$ cat src/rtl/alu_cmd_issuer_if.sv
// Command, ALU and response signals of the ALU command issuer.
// master = issuer side, slave = scheduler/ALU/consumer side.
interface alu_cmd_issuer_if #(
  parameter int WIDTH = 32,
  parameter int TAG_W = 4
);
  logic             cmd_valid;
  logic             cmd_ready;
  logic [WIDTH-1:0] cmd_a;
  logic [WIDTH-1:0] cmd_b;
  logic [3:0]       cmd_op;
  logic [TAG_W-1:0] cmd_tag;
  logic [WIDTH-1:0] alu_op_a;
  logic [WIDTH-1:0] alu_op_b;
  logic [3:0]       alu_opcode;
  logic [WIDTH-1:0] alu_result;
  logic             alu_zero;
  logic             rsp_valid;
  logic             rsp_ready;
  logic [WIDTH-1:0] rsp_result;
  logic             rsp_zero;
  logic [TAG_W-1:0] rsp_tag;
  logic             busy;
`ifdef ALU_ILLEGAL_OP_CHECK_EN
  logic             rsp_err;
`endif

  modport master (
    input  cmd_valid, cmd_a, cmd_b, cmd_op, cmd_tag,
    input  alu_result, alu_zero, rsp_ready,
    output cmd_ready, alu_op_a, alu_op_b, alu_opcode,
    output rsp_valid, rsp_result, rsp_zero, rsp_tag,
`ifdef ALU_ILLEGAL_OP_CHECK_EN
    output rsp_err,
`endif
    output busy
  );

  modport slave (
    output cmd_valid, cmd_a, cmd_b, cmd_op, cmd_tag,
    output alu_result, alu_zero, rsp_ready,
    input  cmd_ready, alu_op_a, alu_op_b, alu_opcode,
    input  rsp_valid, rsp_result, rsp_zero, rsp_tag,
`ifdef ALU_ILLEGAL_OP_CHECK_EN
    input  rsp_err,
`endif
    input  busy
  );
endinterface

$ cat src/rtl/alu_cmd_issuer.sv
// ALU command issuer: FIFO-buffered commands, one in flight on the ALU.
// Ports: clk, rst_n (async low), bus (alu_cmd_issuer_if.master).
// ALU_ILLEGAL_OP_CHECK_EN adds rsp_err and masks opcodes 8-15.
module alu_cmd_issuer #(
  parameter int WIDTH = 32,
  parameter int DEPTH = 4,
  parameter int TAG_W = 4
) (
  input  logic           clk,
  input  logic           rst_n,
  alu_cmd_issuer_if.master bus
);
  localparam int AW = (DEPTH > 1) ? $clog2(DEPTH) : 1;
  localparam int CW = AW + 1;

  typedef struct packed {
    logic [WIDTH-1:0] a;
    logic [WIDTH-1:0] b;
    logic [3:0]       op;
    logic [TAG_W-1:0] tag;
  } cmd_t;

  typedef enum logic [1:0] {
    IDLE, EXEC, RESP
  } state_t;

  cmd_t             mem [DEPTH];
  cmd_t             head;
  logic [AW-1:0]    wr_ptr;
  logic [AW-1:0]    rd_ptr;
  logic [CW-1:0]    count;
  logic             full;
  logic             empty;
  logic             push;
  logic             pop;
  logic [TAG_W-1:0] cur_tag;
  state_t           state;
  state_t           state_nx;

  assign head  = mem[rd_ptr];
  assign full  = (count == CW'(DEPTH));
  assign empty = (count == '0);
  assign push  = bus.cmd_valid && !full;
  // Pop on issue from IDLE, or back-to-back on response handshake.
  assign pop   = !empty &&
                 ((state == IDLE) ||
                  (state == RESP && bus.rsp_ready));

  always_ff @(posedge clk) begin
    if (push)
      mem[wr_ptr] <= '{bus.cmd_a, bus.cmd_b,
                       bus.cmd_op, bus.cmd_tag};
  end

  always_ff @(posedge clk or negedge rst_n) begin
    if (!rst_n) begin
      wr_ptr <= '0;
      rd_ptr <= '0;
      count  <= '0;
    end else begin
      if (push) wr_ptr <= wr_ptr + 1'b1;
      if (pop)  rd_ptr <= rd_ptr + 1'b1;
      unique case ({push, pop})
        2'b10:   count <= count + 1'b1;
        2'b01:   count <= count - 1'b1;
        default: count <= count;
      endcase
    end
  end

  always_ff @(posedge clk or negedge rst_n) begin
    if (!rst_n) state <= IDLE;
    else        state <= state_nx;
  end

  always_comb begin
    state_nx = state;
    unique case (state)
      IDLE: if (!empty) state_nx = EXEC;
      EXEC: state_nx = RESP;
      RESP: if (bus.rsp_ready)
              state_nx = empty ? IDLE : EXEC;
      default: state_nx = IDLE;
    endcase
  end

  always_comb begin
    bus.cmd_ready = !full;
    bus.rsp_valid = (state == RESP);
    bus.busy      = (state != IDLE) || !empty;
  end

  always_ff @(posedge clk or negedge rst_n) begin
    if (!rst_n) begin
      bus.alu_op_a   <= '0;
      bus.alu_op_b   <= '0;
      bus.alu_opcode <= '0;
      cur_tag        <= '0;
      bus.rsp_result <= '0;
      bus.rsp_zero   <= 1'b0;
      bus.rsp_tag    <= '0;
`ifdef ALU_ILLEGAL_OP_CHECK_EN
      bus.rsp_err    <= 1'b0;
`endif
    end else begin
      if (pop) begin
        bus.alu_op_a   <= head.a;
        bus.alu_op_b   <= head.b;
        bus.alu_opcode <= head.op;
        cur_tag        <= head.tag;
      end
      if (state == EXEC) begin
        bus.rsp_tag <= cur_tag;
`ifdef ALU_ILLEGAL_OP_CHECK_EN
        // Opcodes 8-15 are undefined on the ALU.
        if (bus.alu_opcode[3]) begin
          bus.rsp_result <= '0;
          bus.rsp_zero   <= 1'b1;
          bus.rsp_err    <= 1'b1;
        end else begin
          bus.rsp_result <= bus.alu_result;
          bus.rsp_zero   <= bus.alu_zero;
          bus.rsp_err    <= 1'b0;
        end
`else
        bus.rsp_result <= bus.alu_result;
        bus.rsp_zero   <= bus.alu_zero;
`endif
      end
    end
  end
endmodule

$ cat src/flat_wrapper.sv
// flat-port wrapper written by rule: the top's interface ports become plain ports
module alu_cmd_issuer_flat 
#(
  parameter int WIDTH = 32,
  parameter int DEPTH = 4,
  parameter int TAG_W = 4
)
  (clk, rst_n, bus_cmd_valid, bus_cmd_a, bus_cmd_b, bus_cmd_op, bus_cmd_tag, bus_alu_result, bus_alu_zero, bus_rsp_ready, bus_cmd_ready, bus_alu_op_a, bus_alu_op_b, bus_alu_opcode, bus_rsp_valid, bus_rsp_result, bus_rsp_zero, bus_rsp_tag, bus_busy);
  alu_cmd_issuer_if #(.WIDTH(WIDTH), .TAG_W(TAG_W)) bus_i ();
  input  logic clk;
  input  logic rst_n;
  input wire logic [$bits(bus_i.cmd_valid)-1:0] bus_cmd_valid;
  input wire logic [$bits(bus_i.cmd_a)-1:0] bus_cmd_a;
  input wire logic [$bits(bus_i.cmd_b)-1:0] bus_cmd_b;
  input wire logic [$bits(bus_i.cmd_op)-1:0] bus_cmd_op;
  input wire logic [$bits(bus_i.cmd_tag)-1:0] bus_cmd_tag;
  input wire logic [$bits(bus_i.alu_result)-1:0] bus_alu_result;
  input wire logic [$bits(bus_i.alu_zero)-1:0] bus_alu_zero;
  input wire logic [$bits(bus_i.rsp_ready)-1:0] bus_rsp_ready;
  output wire logic [$bits(bus_i.cmd_ready)-1:0] bus_cmd_ready;
  output wire logic [$bits(bus_i.alu_op_a)-1:0] bus_alu_op_a;
  output wire logic [$bits(bus_i.alu_op_b)-1:0] bus_alu_op_b;
  output wire logic [$bits(bus_i.alu_opcode)-1:0] bus_alu_opcode;
  output wire logic [$bits(bus_i.rsp_valid)-1:0] bus_rsp_valid;
  output wire logic [$bits(bus_i.rsp_result)-1:0] bus_rsp_result;
  output wire logic [$bits(bus_i.rsp_zero)-1:0] bus_rsp_zero;
  output wire logic [$bits(bus_i.rsp_tag)-1:0] bus_rsp_tag;
  output wire logic [$bits(bus_i.busy)-1:0] bus_busy;
  assign bus_i.cmd_valid = bus_cmd_valid;
  assign bus_i.cmd_a = bus_cmd_a;
  assign bus_i.cmd_b = bus_cmd_b;
  assign bus_i.cmd_op = bus_cmd_op;
  assign bus_i.cmd_tag = bus_cmd_tag;
  assign bus_i.alu_result = bus_alu_result;
  assign bus_i.alu_zero = bus_alu_zero;
  assign bus_i.rsp_ready = bus_rsp_ready;
  assign bus_cmd_ready = bus_i.cmd_ready;
  assign bus_alu_op_a = bus_i.alu_op_a;
  assign bus_alu_op_b = bus_i.alu_op_b;
  assign bus_alu_opcode = bus_i.alu_opcode;
  assign bus_rsp_valid = bus_i.rsp_valid;
  assign bus_rsp_result = bus_i.rsp_result;
  assign bus_rsp_zero = bus_i.rsp_zero;
  assign bus_rsp_tag = bus_i.rsp_tag;
  assign bus_busy = bus_i.busy;
  alu_cmd_issuer #(.WIDTH(WIDTH), .DEPTH(DEPTH), .TAG_W(TAG_W)) u_core (.clk(clk), .rst_n(rst_n), .bus(bus_i));
endmodule
$ cat config.mk
export PLATFORM = sky130hd
export DESIGN_NAME = alu_cmd_issuer_flat
export DESIGN_NICKNAME = d
export VERILOG_FILES = /design/src/rtl/alu_cmd_issuer_if.sv /design/src/rtl/alu_cmd_issuer.sv /design/src/flat_wrapper.sv
export SDC_FILE = /design/constraint.sdc
export NUM_CORES = 1
export LEC_CHECK = 0
export ABC_AREA = 1
export BUFFER_PORTS_ARGS = -buffer_cell sky130_fd_sc_hd__buf_2
export CORE_MARGIN = 5
export CORE_UTILIZATION = 38
export DETAILED_ROUTE_END_ITERATION = 10
export GPL_ROUTABILITY_DRIVEN = 1
export HOLD_SLACK_MARGIN = 0.1
export PLACE_DENSITY_LB_ADDON = 0.1
export SLEW_MARGIN = 15
export SYNTH_ARGS = -nofsm -noshare
export SYNTH_HDL_FRONTEND = slang
export SYNTH_SLANG_ARGS = --single-unit
$ cat constraint.sdc
create_clock -name clk -period 3.9 [get_ports clk]
set_clock_uncertainty 0.1 [all_clocks]
set_input_delay 0.195 -clock clk [delete_from_list [all_inputs] [get_ports clk]]
set_output_delay 0.195 -clock clk [all_outputs]
set_load 0.05 [all_outputs]
==> results.md <==
* Outcome: completed
* Hold slack at 0.2382 ns
* Max Freq at 391.0 MHz
* Max Cap Viol at 0
* CP Launch Type: flop
* Pwr/cell area at 859.2 nW/um^2
* Crit path max fanout at 95
* Crit-path cells: buf_4, nand2_1, nand3_1, nand2_1, nand2_1, nand2_1
* Share of the yosys chip area belonging to registers at 69.33%
* Die X-Extent at 219.8 um
* Setup_tns at 0 ns
* Initial antenna violation count at 2
* Dpl hpwl at 22.33 mm
* Hold crit path type: input pin to asynchronous set/reset pin
* Vias in the first global route at 11560
* FP Rows at 76
* Final Max Tran Viols at 0
* DRC at 0
* DIE HEIGHT at 219.8 um
* Arrival @ worst endpoint at 2.90 ns
* Pleak at 10.19 nW
* Syn. warnings at 0
* Largest net degree at the start of global routing at 100
* Finished Cell Area at 21060 sq um
* Worst slew pin tran at 1.129 ns
* CTS Buf Count at 44
* CTS Root Cell: clkbuf_16
* Post_cts resized at 0
* Drt total wl at 41.00 mm
* Final Util at 48.56%
* CTS Hold Bufs at 108
* Layout area overhead at 25.84%
* Yosys reg bits at 406
* CP Capture Type: flop
* Synthesized area at 16730 sq um
* 1st-iter DRT viols at 674
* Fin crit share at 65.58%
* CP max stage delay at 0.92 ns
* Post-CTS Setup Inserts at 0
* Share of layout cells above drive strength 1 at 15.55%
* Syn_area_per_cell at 10.10 sq um
* Most used cell along the critical path: nand2_1
* Netlist cell types at 20
* Core ar. at 43360 sq um
* Nets at 2085
* CTS tree: built
* Pre-CTS WS at 1.334 ns
* Drt via density at 4.460
* Largest delay contributor family on the critical path: buffers and inverters
* RSZ-0062 raised after global routing: no
* Fin worst setup slack at 1.342 ns
* Global-route wire length before repair at 64.43 mm
* Mapped Nets at 1772
* Max Root-Sink Buffers at 3
* Synth Instances at 1657
* Crit-path slowest cell: buf_4
* I/O pin cnt at 217
* Worst Path Buf+Inv at 1
* VDD IR max at 505.8 uV
* Clock latency on the worst-skew pair at 0.58 ns
* Reg clk slew, reported paths at 0.06 ns
* Slew headroom at 24.72%
* Number of routed nets with antenna violations at 0
* Clock Sink Count at 406
* Setup Crit Path Kind: flop to flop
* Placer congestion estimate at 0.7084
* Placed inst area at 18390 sq um
* Area of the die at 48330 sq um
* Min Clock Period, post-route at 2.558 ns
* Final hold viol count at 0
* Final setup fails at 0
* Routed len/inst at 15.82 um
* Total GRT Usage at 17.04%
* DRT Pass-1 Iters at 4
* GRT Residual Overflow at 0
* Vias at 11560
* Initial core utilization at 38.59%
* IO buf count at 216
* Required time worst endpoint at 4.24 ns
* H-tree levels at 2
[flip-flops by register name, indices dropped and copies added (netlist names), 2 cells and up]
register	flops
u_core.mem	288
u_core.bus.alu_op_a	32
u_core.bus.alu_op_b	32
u_core.bus.rsp_result	32
u_core.bus.alu_opcode	4
u_core.bus.rsp_tag	4
u_core.cur_tag	4
u_core.count	3
u_core.rd_ptr	2
u_core.state	2
u_core.wr_ptr	2
[per-layer routing]
| layer | up-vias | GRT usage, % | wire length (um) |
|---|---|---|---|
| met3 | 69 | 2.899 | 2055 |
| met2 | 244 | 28.56 | 19140 |
| met4 | 2 | 5.658 | 1040 |
| li1 | 5770 | - | - |
| met1 | 5476 | 22.65 | 18740 |
| met5 | - | 0 | 13 |
[layout make-up]
| cell class | count | area, sq um |
|---|---|---|
| antenna | 1 | 2.502 |
| clock buffer | 66 | 1296 |
| clock inverter | 16 | 286.5 |
| fill | 4085 | 22300 |
| inverter | 305 | 1147 |
| multi-input combinational | 872 | 3638 |
| sequential | 406 | 11610 |
| tap | 585 | 732.0 |
| timing repair buffer | 341 | 2346 |
[power by group]
part | leakage, nW | switching (mW) | internal [mW]
registers | 4.08 | 0.568 | 5.93
logic | 5.34 | 5.34 | 1.73
clock network | 0.771 | 1.69 | 2.83
[worst paths after layout]
kind | to | depth (start not counted) | from | slack (ns)
min in group clk | u_core.mem[2][69] | 2 | bus_cmd_a[29] | 0.28
worst min-delay path | u_core.bus.alu_op_a[21] | 2 | rst_n | 0.24
worst max register to register | u_core.bus.alu_op_b[17] | 6 | u_core.rd_ptr[0] | 1.34
worst min register to register | u_core.bus.rsp_tag[0] | 2 | u_core.bus.rsp_tag[0] | 0.36
worst max-delay path | u_core.bus.alu_op_b[17] | 6 | u_core.rd_ptr[0] | 1.34
max in group asynchronous | u_core.bus.alu_op_a[20] | 3 | rst_n | 2.47
[stage by stage]
step | power (mW) | instances
after global placement | 13.68 | 2401
after floorplan | 11.77 | 1657
after detailed placement | 13.73 | 2401
after global routing | 19.35 | 2592
after CTS | 18.41 | 2591
final | 18.09 | 2592
[synthesized netlist by cell type (all sizes together)]
| library cell | n | area [sq um] |
|---|---|---|
| a21oi | 1 | 5.000 |
| nand2 | 664 | 2492 |
| xor2 | 3 | 26.28 |
| clkbuf | 13 | 48.80 |
| o21ai | 2 | 13.76 |
| ha | 5 | 62.56 |
| edfxtp | 288 | 8648 |
| buf | 61 | 342.8 |
| inv | 305 | 1145 |
| nor2 | 9 | 36.29 |
| fa | 1 | 20.02 |
| xnor2 | 1 | 8.760 |
| dfrtp | 118 | 2953 |
| nand3 | 186 | 930.9 |
[cell families after synthesis]
logic type	Yosys count	synth area share (%)
AO/OA/AOI/OAI	3	0.1121
XOR/XNOR	4	0.2094
adder cells (fa/ha/maj)	6	0.4935
buffers and inverters	379	9.182
flip-flops	406	69.33
AND/OR/NAND/NOR	859	20.67
[worst register-to-register path, cell delays in order (launching register included)]
cell	delay [ns]
dfrtp_4	0.86
buf_4	0.93
nand2_1	0.20
nand3_1	0.13
nand2_1	0.07
nand2_1	0.07
nand2_1	0.07
[cells in the final DEF (no fill, tap or decap), drive strengths merged]
master,count
clkinv,8
nand2,664
ha,5
diode,1
a21oi,1
dfrtp,118
fa,1
clkbuf,66
inv,305
nand3,186
edfxtp,288
buf,233
bufinv,8
dlygate4sd3,108
o21ai,2
nor2,9
xor2,3
xnor2,1
(Power assumes the default switching activity.)
